==> src/rtl/seq_stream_gen_if.sv <==
// Pattern-transmitter bus: start/configuration inputs and the serial stream
// with its status outputs.
interface seq_stream_gen_if #(
  parameter int unsigned PAT_W = 4,
  parameter int unsigned CNT_W = 4,
  parameter int unsigned GAP_W = 3
);
  logic             start;
  logic [PAT_W-1:0] pattern;
  logic [CNT_W-1:0] reps;
  logic [GAP_W-1:0] gap;
  logic             serial_out;
  logic             bit_valid;
  logic             busy;
  logic             done;
  logic [1:0]       current;

  // Drives requests, observes the stream.
  modport master (
    output start, pattern, reps, gap,
    input  serial_out, bit_valid, busy, done, current
  );

  // The transmitter itself.
  modport slave (
    input  start, pattern, reps, gap,
    output serial_out, bit_valid, busy, done, current
  );
endinterface

==> src/rtl/seq_stream_gen.sv <==
// Serial pattern transmitter: sends a latched pattern MSB-first, repeated
// reps times with gap idle cycles between repetitions. All stream outputs are
// registered; busy/current come straight from the state register.
module seq_stream_gen #(
  parameter int unsigned PAT_W = 4,
  parameter int unsigned CNT_W = 4,
  parameter int unsigned GAP_W = 3
) (
  input logic clk,
  input logic rst,
  seq_stream_gen_if.slave bus
);

  localparam int unsigned IDX_W = (PAT_W > 1) ? $clog2(PAT_W) : 1;

  typedef enum logic [1:0] {
    StIdle = 2'b00,
    StSend = 2'b01,
    StGap  = 2'b10
  } state_e;

  state_e           state_q, state_d;
  logic [PAT_W-1:0] pat_q, pat_d;
  logic [IDX_W-1:0] idx_q, idx_d;
  logic [CNT_W-1:0] reps_left_q, reps_left_d;
  logic [GAP_W-1:0] gap_q, gap_d;
  logic [GAP_W-1:0] gap_left_q, gap_left_d;
  logic             serial_out_q, serial_out_d;
  logic             bit_valid_q, bit_valid_d;
  logic             done_q, done_d;

  // Next-state logic; output flops are loaded with the value for the next cycle.
  always_comb begin
    state_d      = state_q;
    pat_d        = pat_q;
    idx_d        = idx_q;
    reps_left_d  = reps_left_q;
    gap_d        = gap_q;
    gap_left_d   = gap_left_q;
    serial_out_d = 1'b0;
    bit_valid_d  = 1'b0;
    done_d       = 1'b0;

    case (state_q)
      StIdle: begin
        if (bus.start && (bus.reps != '0)) begin
          state_d      = StSend;
          pat_d        = bus.pattern;
          reps_left_d  = bus.reps;
          gap_d        = bus.gap;
          idx_d        = IDX_W'(PAT_W - 1);
          serial_out_d = bus.pattern[PAT_W-1];
          bit_valid_d  = 1'b1;
        end
      end

      StSend: begin
        if (idx_q != '0) begin
          idx_d        = idx_q - 1'b1;
          serial_out_d = pat_q[idx_q - 1'b1];
          bit_valid_d  = 1'b1;
        end else if (reps_left_q > CNT_W'(1)) begin
          reps_left_d = reps_left_q - 1'b1;
          idx_d       = IDX_W'(PAT_W - 1);
          if (gap_q != '0) begin
            state_d    = StGap;
            gap_left_d = gap_q;
          end else begin
            // Zero gap: next repetition's MSB follows with no bubble.
            serial_out_d = pat_q[PAT_W-1];
            bit_valid_d  = 1'b1;
          end
        end else begin
          state_d = StIdle;
          done_d  = 1'b1;
        end
      end

      StGap: begin
        // gap_left_q counts the gap cycles still to show, including this one.
        if (gap_left_q <= GAP_W'(1)) begin
          state_d      = StSend;
          gap_left_d   = '0;
          serial_out_d = pat_q[idx_q];
          bit_valid_d  = 1'b1;
        end else begin
          gap_left_d = gap_left_q - 1'b1;
        end
      end

      default: begin
        // Illegal encoding: recover to a clean idle.
        state_d     = StIdle;
        pat_d       = '0;
        idx_d       = '0;
        reps_left_d = '0;
        gap_d       = '0;
        gap_left_d  = '0;
      end
    endcase
  end

  // State, latches, counters and registered outputs.
  always_ff @(posedge clk or negedge rst) begin
    if (!rst) begin
      state_q      <= StIdle;
      pat_q        <= '0;
      idx_q        <= '0;
      reps_left_q  <= '0;
      gap_q        <= '0;
      gap_left_q   <= '0;
      serial_out_q <= 1'b0;
      bit_valid_q  <= 1'b0;
      done_q       <= 1'b0;
    end else begin
      state_q      <= state_d;
      pat_q        <= pat_d;
      idx_q        <= idx_d;
      reps_left_q  <= reps_left_d;
      gap_q        <= gap_d;
      gap_left_q   <= gap_left_d;
      serial_out_q <= serial_out_d;
      bit_valid_q  <= bit_valid_d;
      done_q       <= done_d;
    end
  end

  assign bus.serial_out = serial_out_q;
  assign bus.bit_valid  = bit_valid_q;
  assign bus.done       = done_q;
  assign bus.busy       = (state_q != StIdle);
  assign bus.current    = state_q;

endmodule

==> src/flat_wrapper.sv <==
// flat-port wrapper written by rule: the top's interface ports become plain ports
module seq_stream_gen_flat 
#(
  parameter int unsigned PAT_W = 4,
  parameter int unsigned CNT_W = 4,
  parameter int unsigned GAP_W = 3
)
  (clk, rst, bus_start, bus_pattern, bus_reps, bus_gap, bus_serial_out, bus_bit_valid, bus_busy, bus_done, bus_current);
  seq_stream_gen_if #(.PAT_W(PAT_W), .CNT_W(CNT_W), .GAP_W(GAP_W)) bus_i ();
  input logic clk;
  input logic rst;
  input wire logic [$bits(bus_i.start)-1:0] bus_start;
  input wire logic [$bits(bus_i.pattern)-1:0] bus_pattern;
  input wire logic [$bits(bus_i.reps)-1:0] bus_reps;
  input wire logic [$bits(bus_i.gap)-1:0] bus_gap;
  output wire logic [$bits(bus_i.serial_out)-1:0] bus_serial_out;
  output wire logic [$bits(bus_i.bit_valid)-1:0] bus_bit_valid;
  output wire logic [$bits(bus_i.busy)-1:0] bus_busy;
  output wire logic [$bits(bus_i.done)-1:0] bus_done;
  output wire logic [$bits(bus_i.current)-1:0] bus_current;
  assign bus_i.start = bus_start;
  assign bus_i.pattern = bus_pattern;
  assign bus_i.reps = bus_reps;
  assign bus_i.gap = bus_gap;
  assign bus_serial_out = bus_i.serial_out;
  assign bus_bit_valid = bus_i.bit_valid;
  assign bus_busy = bus_i.busy;
  assign bus_done = bus_i.done;
  assign bus_current = bus_i.current;
  seq_stream_gen #(.PAT_W(PAT_W), .CNT_W(CNT_W), .GAP_W(GAP_W)) u_core (.clk(clk), .rst(rst), .bus(bus_i));
endmodule
==> config.mk <==
export PLATFORM = sky130hd
export DESIGN_NAME = seq_stream_gen_flat
export DESIGN_NICKNAME = d
export VERILOG_FILES = /design/src/rtl/seq_stream_gen_if.sv /design/src/rtl/seq_stream_gen.sv /design/src/flat_wrapper.sv
export SDC_FILE = /design/constraint.sdc
export NUM_CORES = 1
export LEC_CHECK = 0
export ABC_AREA = 0
export BUFFER_PORTS_ARGS = -buffer_cell sky130_fd_sc_hd__buf_2
export CAP_MARGIN = 20
export CORE_ASPECT_RATIO = 1.4
export CORE_MARGIN = 8
export CORE_UTILIZATION = 50
export CTS_BUF_LIST = sky130_fd_sc_hd__clkbuf_8
export DETAILED_ROUTE_END_ITERATION = 8
export PLACE_DENSITY = 0.78
export SKIP_LAST_GASP = 1
export SLEW_MARGIN = 20
export SYNTH_ARGS = -nofsm -noshare
export SYNTH_HDL_FRONTEND = slang
export SYNTH_SLANG_ARGS = --single-unit
export TNS_END_PERCENT = 10
==> constraint.sdc <==
create_clock -name clk -period 2.5 [get_ports clk]
set_clock_uncertainty 0.2 [all_clocks]
set_input_delay 0.25 -clock clk [delete_from_list [all_inputs] [get_ports clk]]
set_output_delay 0.25 -clock clk [all_outputs]
set_load 0.03 [all_outputs]
==> impl_metrics.yaml <==
sta:
  fin_setup_tns_ps: 0
  maxSlewHeadroom_pct: 64.8
  fin_hold_ws_ps: 86.9
  timing.final.max_slew_violations: 0
  post-route-worst-setup-slack_ps: 157
  setup_viol_count_final: 0
  finalHoldViolations: 0
  period_minus_slack_ps: 2340
  worst_pin_slew_ps: 528
  fmax_mhz: 427
  grt_setup_unrepaired: "false"
  fin_crit_sh_pct: 93.7
placed_design:
  post-place-cells: 189
  gp_congestion: 0.888
  place_hpwl_mm: 2.38
  place_area_sq_mm: 0.00145
  io_buffers: 19
  detailedPlace.worstSlack_ps: 52.8
grt:
  grt_overflow: 0
  grt.total_usage_pct: 15.1
  grt_antenna_before_repair: 0
  grt_pass1_vias: 1248
  grt_max_degree: 24
  grt_pass1_wl_mm: 5.52
logic_synthesis:
  synth_edf_count: 0
  syn_area_sq_mm: 0.00132
  synth_top_area_share_pct: 39.8
  ys_async_sr_fraction_pct: 100
  synth_seq_cells: 21
  synth.avg_cell_area_sq_um: 9.63
  syn-instance-count: 137
  synthFlopType: "dfrtp_1"
  syn-num-nets: 160
  synth_cell_type_count: 37
  synth_top_area_cell: "dfrtp_1"
  yosysMostFrequentCell: "nand2_1"
  synthTopCellsByCount: "nand2_1, dfrtp_1, inv_1"
  ys_top_cells_by_area: "dfrtp_1, ha_1, nand2_1, o221ai_1, inv_1"
  synth-seq-area-share_pct: 39.8
  ys_warn_count: 0
finish:
  drive_gt1_share_pct: 20.9
  fill_cells: 229
  nNetsFinal: 182
  stdcell_count: 194
  fin_area_sq_mm: 0.00151
  syn_to_final_growth_pct: 14.6
  antennaDiodeCount: 0
floorplan:
  dieArea_sq_mm: 0.00456
  die_y_um: 76.8
  die_w_um: 59.4
  num_io_pins: 20
  core_area_sq_mm: 0.00256
  row_count: 22
  start_util_pct: 51.5
clock_tree:
  cts_tree: "done"
  cts_setup_buffers: 0
  htree_num_levels: 1
  clk_pin_slew_ps: 70
  clockBufferDepth: 2
  cts.sinks: 21
  cts-root-buf: "clkbuf_8"
  cts_made_buffers: 3
  insertion_delay_ps: 260
route:
  vias_per_cell: 5.98
  drt-total-wl_mm: 3.12
  firstDrtPassIters: 4
  drtIter0Drc: 51
  wire_per_inst_um: 16.1
  vias: 1161
  drc: 0
  ant_nets: 0
setup_path:
  end_kind: "flip-flop"
  criticalPathCategory: "flip-flop to flip-flop"
  critPathLaunchType: "flip-flop"
  crit_fanout: 7
  worstPathRequired_ps: 2450
  cp.arrival_ps: 2290
job:
  cap_viol_max_count: 0
power_and_ir_drop:
  p_per_area_mw_per_mm2: 1420
  ir_drop_uv: 693
  leakage_nw: 0.698
min_path:
  hold_path.class: "input port to flip-flop"
outcome:
  status: "finished clean"
==> layout by cell type (no fill, tap or decap), drive strengths merged, types with 2 or more instances in the layout <==
cell	instances
nand2	28
buf	22
dfrtp	21
inv	13
ha	9
o221ai	7
o21ai	7
nor2	6
a21oi	4
mux2i	4
clkbuf	3
o41a	2
mux4	2
a32oi	2
nor3	2
o31ai	2
a32o	2
a211oi	2
nor4	2
a221o	2
mux2	2
==> logic make-up after synthesis <==
group                    synth area share [%]
AND/OR/NAND/NOR                          15.9
adder cells (fa/ha/maj)                  8.54
flip-flops                               39.8
buffers and inverters                    5.79
AO/OA/AOI/OAI                            21.4
multiplexers                             8.44
==> flip-flops by register name, summed over array words and instances (netlist names) <==
| name | cells |
|---|---|
| u_core.gap_left_q | 3 |
| u_core.bus.bit_valid | 1 |
| u_core.bus.done | 1 |
| u_core.gap_q | 3 |
| u_core.bus.serial_out | 1 |
| u_core.bus.current | 2 |
| u_core.idx_q | 2 |
| u_core.pat_q | 4 |
| u_core.reps_left_q | 4 |
==> per-stage QoR <==
step | utilization (%) | power (mW)
after global routing | 59.0 | 2.32
after global placement | 56.6 | 1.87
after CTS | 58.8 | 2.15
after floorplan | - | 1.60
after detailed placement | 56.6 | 1.92
final | 59.0 | 2.15
==> report_power, final <==
part	total, mW	internal, mW	leakage (nW)	switching (mW)
clock network	0.218	0.109	0.0269	0.108
registers	0.671	0.500	0.272	0.171
logic	1.26	0.549	0.399	0.710
==> path summary, 6_finish.rpt <==
check                                             startpoint                           endpoint  slack (ps)  depth (start not counted)
setup / recovery           u_core.bus.current[1]$_DFFE_PN0P_   u_core.gap_left_q[2]$_DFFE_PN0P_         160                          8
hold reg to reg            u_core.reps_left_q[1]$_DFFE_PN0P_  u_core.reps_left_q[1]$_DFFE_PN0P_         330                          1
min in group asynchronous                                rst  u_core.bus.current[0]$_DFFE_PN0P_         270                          2
setup reg to reg           u_core.bus.current[1]$_DFFE_PN0P_   u_core.gap_left_q[2]$_DFFE_PN0P_         160                          8
max in group asynchronous                                rst    u_core.bus.serial_out$_DFF_PN0_        1500                          2
hold / removal                                bus_pattern[0]        u_core.pat_q[0]$_DFFE_PN0P_          90                          3
==> critical path, stage by stage (launching register included) <==
cell     delay [ps]
dfrtp_1         430
inv_1           110
ha_1            290
buf_4           190
inv_1           110
nor4_1          340
nor4_1           80
buf_4           170
a311o_1         300
==> routing by layer <==
metal  track usage, %  wire length, um  share of wire (%)
met1             16.3             1260                 40
met2             25.3             1580                 51
met3             3.34              175                5.6
met4             9.62              100                3.2
met5                0                0                  0
==> repair_timing <==
| action | in CTS | in global routing |
|---|---|---|
| resized for setup | 0 | 1 |
| hold buffers | 1 | 0 |
| hold endpoints to repair | 21 | 0 |
| setup endpoints to repair | 0 | 3 |
==> area by class of cell <==
cell class | instances | area (sq um) | area share (%)
multi-input cells | 98 | 723 | 47.8
well taps | 36 | 45.0 | 2.98
inverters | 12 | 45.0 | 2.98
repair buffers | 23 | 128 | 8.44
flip-flops and latches | 21 | 526 | 34.8
clock inverters | 1 | 3.75 | 0.248
clock buffers | 3 | 41.3 | 2.73
Note: power is estimated with default switching activity, not from simulation.
